<file path="src/rtl/traffic_light_monitor.sv">
// Passive monitor for the six traffic-light lines: decodes the phase, checks pattern,
// order and dwell, counts FY->HWG rotations and raises sticky error flags.
module traffic_light_monitor #(
  parameter int GREEN_CYCLES  = 50,
  parameter int YELLOW_CYCLES = 10,
  parameter int CNT_WIDTH     = 16
) (
  input  logic                 clk,
  input  logic                 rst_n,
  input  logic                 hw_green,
  input  logic                 hw_yellow,
  input  logic                 hw_red,
  input  logic                 farm_green,
  input  logic                 farm_yellow,
  input  logic                 farm_red,
  input  logic                 clr_err,
  output logic [1:0]           phase,
  output logic                 phase_valid,
  output logic                 err_conflict,
  output logic                 err_pattern,
  output logic                 err_sequence,
  output logic                 err_timing,
  output logic                 err_any,
  output logic [CNT_WIDTH-1:0] last_dwell,
  output logic [CNT_WIDTH-1:0] rot_count
);

  localparam logic [1:0] ST_IDLE  = 2'd0;
  localparam logic [1:0] ST_FIRST = 2'd1;
  localparam logic [1:0] ST_TRACK = 2'd2;

  localparam logic [1:0] PH_HWG = 2'd0;
  localparam logic [1:0] PH_HWY = 2'd1;
  localparam logic [1:0] PH_FG  = 2'd2;
  localparam logic [1:0] PH_FY  = 2'd3;

  localparam logic [CNT_WIDTH-1:0] GREEN_DWELL  = CNT_WIDTH'(GREEN_CYCLES);
  localparam logic [CNT_WIDTH-1:0] YELLOW_DWELL = CNT_WIDTH'(YELLOW_CYCLES);
  localparam logic [CNT_WIDTH-1:0] DWELL_MAX    = {CNT_WIDTH{1'b1}};
  localparam logic [CNT_WIDTH-1:0] CNT_ONE      = {{(CNT_WIDTH-1){1'b0}}, 1'b1};
  localparam logic [CNT_WIDTH-1:0] CNT_ZERO     = {CNT_WIDTH{1'b0}};

  logic [1:0]           r_state;
  logic [1:0]           r_phase;
  logic                 r_phase_valid;
  logic                 r_err_conflict;
  logic                 r_err_pattern;
  logic                 r_err_sequence;
  logic                 r_err_timing;
  logic                 r_err_any;
  logic [CNT_WIDTH-1:0] r_dwell;
  logic [CNT_WIDTH-1:0] r_last_dwell;
  logic [CNT_WIDTH-1:0] r_rot_count;

  logic [5:0]           w_lights;
  logic                 w_legal;
  logic [1:0]           w_dec;
  logic                 w_non_red_both;
  logic                 w_ev_conflict;
  logic                 w_ev_pattern;
  logic                 w_change;
  logic                 w_ev_sequence;
  logic                 w_ev_timing;
  logic                 w_rot;
  logic [CNT_WIDTH-1:0] w_expected;
  logic                 w_nx_conflict;
  logic                 w_nx_pattern;
  logic                 w_nx_sequence;
  logic                 w_nx_timing;

  assign w_lights = {hw_green, hw_yellow, hw_red, farm_green, farm_yellow, farm_red};

  // Decode the four legal light patterns into a phase.
  always_comb begin
    w_legal = 1'b0;
    w_dec   = PH_HWG;
    case (w_lights)
      6'b100_001: begin w_legal = 1'b1; w_dec = PH_HWG; end
      6'b010_001: begin w_legal = 1'b1; w_dec = PH_HWY; end
      6'b001_100: begin w_legal = 1'b1; w_dec = PH_FG;  end
      6'b001_010: begin w_legal = 1'b1; w_dec = PH_FY;  end
      default:    begin w_legal = 1'b0; w_dec = PH_HWG; end
    endcase
  end

  assign w_non_red_both = (hw_green | hw_yellow) & (farm_green | farm_yellow);
  assign w_ev_conflict  = ~w_legal & w_non_red_both;
  assign w_ev_pattern   = ~w_legal & ~w_non_red_both;

  // Even phases are green, odd phases are yellow.
  assign w_expected    = r_phase[0] ? YELLOW_DWELL : GREEN_DWELL;
  assign w_change      = w_legal & (r_state != ST_IDLE) & (w_dec != r_phase);
  assign w_ev_sequence = w_change & (w_dec != (r_phase + 2'd1));
  assign w_ev_timing   = w_change & (r_state == ST_TRACK) & (r_dwell != w_expected);
  assign w_rot         = w_change & (r_phase == PH_FY) & (w_dec == PH_HWG);

  // A new event wins over a simultaneous clear.
  assign w_nx_conflict = (r_err_conflict & ~clr_err) | w_ev_conflict;
  assign w_nx_pattern  = (r_err_pattern  & ~clr_err) | w_ev_pattern;
  assign w_nx_sequence = (r_err_sequence & ~clr_err) | w_ev_sequence;
  assign w_nx_timing   = (r_err_timing   & ~clr_err) | w_ev_timing;

  // Monitor state, phase tracking, dwell counting and sticky error flags.
  always_ff @(posedge clk) begin
    if (!rst_n) begin
      r_state        <= ST_IDLE;
      r_phase        <= PH_HWG;
      r_phase_valid  <= 1'b0;
      r_err_conflict <= 1'b0;
      r_err_pattern  <= 1'b0;
      r_err_sequence <= 1'b0;
      r_err_timing   <= 1'b0;
      r_err_any      <= 1'b0;
      r_dwell        <= CNT_ZERO;
      r_last_dwell   <= CNT_ZERO;
      r_rot_count    <= CNT_ZERO;
    end else begin
      r_err_conflict <= w_nx_conflict;
      r_err_pattern  <= w_nx_pattern;
      r_err_sequence <= w_nx_sequence;
      r_err_timing   <= w_nx_timing;
      r_err_any      <= w_nx_conflict | w_nx_pattern | w_nx_sequence | w_nx_timing;
      if (!w_legal) begin
        r_phase_valid <= 1'b0;
        r_state       <= ST_IDLE;
        r_dwell       <= CNT_ZERO;
      end else if (r_state == ST_IDLE) begin
        r_phase_valid <= 1'b1;
        r_phase       <= w_dec;
        r_dwell       <= CNT_ONE;
        r_state       <= ST_FIRST;
      end else if (w_change) begin
        r_phase_valid <= 1'b1;
        r_phase       <= w_dec;
        r_last_dwell  <= r_dwell;
        r_dwell       <= CNT_ONE;
        r_state       <= ST_TRACK;
        if (w_rot) begin
          r_rot_count <= r_rot_count + CNT_ONE;
        end else begin
          r_rot_count <= r_rot_count;
        end
      end else begin
        r_phase_valid <= 1'b1;
        if (r_dwell != DWELL_MAX) begin
          r_dwell <= r_dwell + CNT_ONE;
        end else begin
          r_dwell <= r_dwell;
        end
      end
    end
  end

  assign phase        = r_phase;
  assign phase_valid  = r_phase_valid;
  assign err_conflict = r_err_conflict;
  assign err_pattern  = r_err_pattern;
  assign err_sequence = r_err_sequence;
  assign err_timing   = r_err_timing;
  assign err_any      = r_err_any;
  assign last_dwell   = r_last_dwell;
  assign rot_count    = r_rot_count;

endmodule

</file>
<file path="config.mk">
export PLATFORM = sky130hd
export DESIGN_NAME = traffic_light_monitor
export DESIGN_NICKNAME = d
export VERILOG_FILES = /design/src/rtl/traffic_light_monitor.sv
export SDC_FILE = /design/constraint.sdc
export NUM_CORES = 1
export LEC_CHECK = 0
export BUFFER_PORTS_ARGS = -buffer_cell sky130_fd_sc_hd__buf_2
export CAP_MARGIN = 10
export CORE_MARGIN = 3
export CORE_UTILIZATION = 52
export CTS_BUF_LIST = sky130_fd_sc_hd__clkbuf_8
export DETAILED_ROUTE_END_ITERATION = 10
export GPL_TIMING_DRIVEN = 0
export PLACE_DENSITY = 0.86
export RECOVER_POWER = 100
export REMOVE_ABC_BUFFERS = 1
export SYNTH_ARGS = -nofsm -noshare
export SYNTH_HDL_FRONTEND = slang
export SYNTH_SLANG_ARGS = --single-unit
</file>
<file path="constraint.sdc">
create_clock -name clk -period 1.9 [get_ports clk]
set_input_delay 0.38 -clock clk [delete_from_list [all_inputs] [get_ports clk]]
set_output_delay 0.38 -clock clk [all_outputs]
set_load 0.01 [all_outputs]
</file>
==> flow_summary.toml <==
[grt]
use_met1_pct = 25.5
grt_pass1_vias = 2312
grt_pass1_wl_microns = 10700
use_met2_pct = 36.6
antenna_found_initial = 0
grt_max_degree = 30
use_met3_pct = 4.54
track_usage_pct = 21.8
busiest_layer = "met2"
grt.overflow.total = 0

[sta]
hold_violations = 0
fin_crit_ns = 1.89
fmax_mhz = 529
rsz0062_at_grt = "yes"
worst_slew_pin_slew_ns = 0.584
finalCritPeriodShare_pct = 99.6
finalSetupViolations = 0
holdWs_ns = 0.383
slew_viol_final = 0
relSlewSlack_pct = 60.6
fin_skew_ns = 0.00546

[layout]
drive_above_1_share_pct = 21.2
multi_input_area_sq_um = 1600
area_growth_pct = 25.1
nets = 378
seq_area_sq_um = 1180
nFillCells = 374
antennaDiodeCount = 0

[cts]
cts_buffers = 9
clockRootBuffer = "clkbuf_8"
clk_latency_ns = 0.34
clk_pin_slew_ns = 0.06
cts_max_path_buffers = 2
clock_sinks = 58
cts_tree = "done"
htree_levels = 3

[worst_setup_path]
crit_path_start = "farm_yellow"
crit_path_start_kind = "input pin"
path_class = "in -> reg"
timing.rr.end = "rot_count[9]"
critPathMaxFanout = 13
crit_arrival_ns = 2.17
reg2reg_slack_ns = 0.07
cp-end-kind = "flop"
rr_worst_depth = 6
critPathRequiredTime_ns = 2.18
crit_end = "r_dwell[2]"
reg2reg_from = "rot_count[1]"

[routing]
wl_per_cell_microns = 15.5
drt-total-wl_microns = 6740
drt-initial-drc-count = 151
dr_total_vias = 2459
antenna_left = 0
via_per_inst = 5.65
drc = 0
dr.pass1.iters = 4

[floorplan]
rows = 25
ios = 49
die_h_microns = 78.7
coreArea_sq_um = 4910
start_util_pct = 56.0
dieArea_sq_um = 6190
die-width_microns = 78.7

[logic_synthesis]
synth_edf_count = 0
synth_top_cell_by_area = "dfxtp_1"
synth-simple-area-share_pct = 28.1
synthXorXnorAreaFrac_pct = 5.64
synth_mux_area_share_pct = 11.3
synth_common_cells = "dfxtp_1, nor2_1, mux2i_1"
ys_seq_elements = 58
ys.flop_type = "dfxtp_1"
syn_inst = 306
synth_area_per_cell_sq_um = 8.98
synth_fa_ha_area_share_pct = 1.82
synth.most_common_cell = "dfxtp_1"
synthDistinctLibCells = 45
synth_top_family_by_area = "simple AND/OR/NAND/NOR gates"
synth-compound-area-share_pct = 7.19
syn-cell-area_sq_um = 2750
synth.area.top_cells = "dfxtp_1, mux2i_1, nor2_1, nand2_1, nand2b_1"
async_flop_share_pct = 0
synth_top_area_share_pct = 42.2
yosysSeqAreaShare_pct = 42.2
ys_warn_count = 0

[placed_design]
io_buffers = 48
hpwl_microns = 3980
gp_congestion = 0.767

[power]
finalPower_w = 0.00238
powerDensity_nw_per_um2 = 693
vdd_drop_max_mv = 0.511
leakage_nw = 1.34

[hold_path]
min-delay-path-class = "in -> reg"

[status]
status = "finished clean"

[run]
drv_cap = 0
==> area by class of cell <==
class                   instances  area share [%]
flip-flops and latches         58            34.2
repair buffers                 62            10.9
clock inverters                 2           0.364
clock buffers                  12            4.80
well taps                      67            2.44
multi-input cells             228            46.6
inverters                       6           0.691
==> cell families after synthesis <==
group                    count (synthesis)
XOR/XNOR                                16
multiplexers                            31
AO/OA/AOI/OAI                           29
AND/OR/NAND/NOR                        148
buffers and inverters                   20
adder cells (fa/ha/maj)                  4
flip-flops                              58
==> layer usage <==
metal  vias to the layer above  routed length (microns)  share of wire [%]
met1                      1173                     2810                 42
met3                        20                      407                6.0
met2                        81                     3330                 49
met5                         -                        0                  0
li1                       1185                        -                  -
met4                         0                      189                2.8
==> worst max-delay path, stage by stage <==
cell and delay, ns:
buf_6 0.11, and4bb_1 0.24, o21ai_4 0.29, xor2_4 0.29, nand2_1 0.12, or3_4 0.48
buf_4 0.17, nor2_1 0.09
==> cell usage in the layout, fill, tap and decap left out, types with 11 or more instances in the layout <==
cell / n
buf_2: 16
nand3_1: 13
mux2i_1: 31
clkbuf_8: 12
dfxtp_1: 48
clkbuf_1: 28
a21oi_1: 11
nand2_1: 29
nor2_1: 38
buf_4: 11
nand2b_1: 16
==> state kept, by name, indices dropped and copies added (netlist names) <==
| register | flops |
|---|---|
| err_pattern | 1 |
| r_dwell | 16 |
| err_conflict | 1 |
| err_timing | 1 |
| phase_valid | 1 |
| err_any | 1 |
| r_state | 2 |
| rot_count | 16 |
| phase | 2 |
| err_sequence | 1 |
| last_dwell | 16 |
==> what timing repair did <==
action                                  4_1_cts  5_1_grt
gates resized for setup                       8       35
endpoints found under the setup margin       49       30
setup buffers                                 5        8
pin swaps                                     3       13
hold buffers                                  0        0
==> power breakdown <==
group / total [W] / internal, W / switching [W]
Sequential: 0.00123 / 0.00122 / 0.00000750
Combinational: 0.000118 / 0.0000478 / 0.0000698
Clock: 0.00104 / 0.000563 / 0.000473
Total: 0.00238 / 0.00183 / 0.000551
==> per-stage QoR <==
stage          instance area (sq um)  worst slack, ns  util, %  cells  TNS, ns
3_5_place_dp                    3030           -0.744     61.8    408   -28.95
3_3_place_gp                    2990            -3.41     61.0    407  -103.56
5_1_grt                         3440          -0.0720     70.0    435   -0.421
2_1_floorplan                   2670            -2.23        -    292   -63.46
6_report                        3440          0.00832     70.0    435        0
4_1_cts                         3290         0.000556     66.9    427        0
==> worst min path at each step <==
stage,startpoint,cells past startpoint,slack [ns],end
6_report,clr_err,3,0.38,err_conflict
5_1_grt,clr_err,3,0.41,err_conflict
4_1_cts,clr_err,3,0.38,err_conflict
3_5_place_dp,rot_count[15],2,0.47,rot_count[15]
3_3_place_gp,rot_count[15],2,0.46,rot_count[15]
2_1_floorplan,r_state[1],2,0.47,r_state[1]
Note: power is estimated with default switching activity, not from simulation.
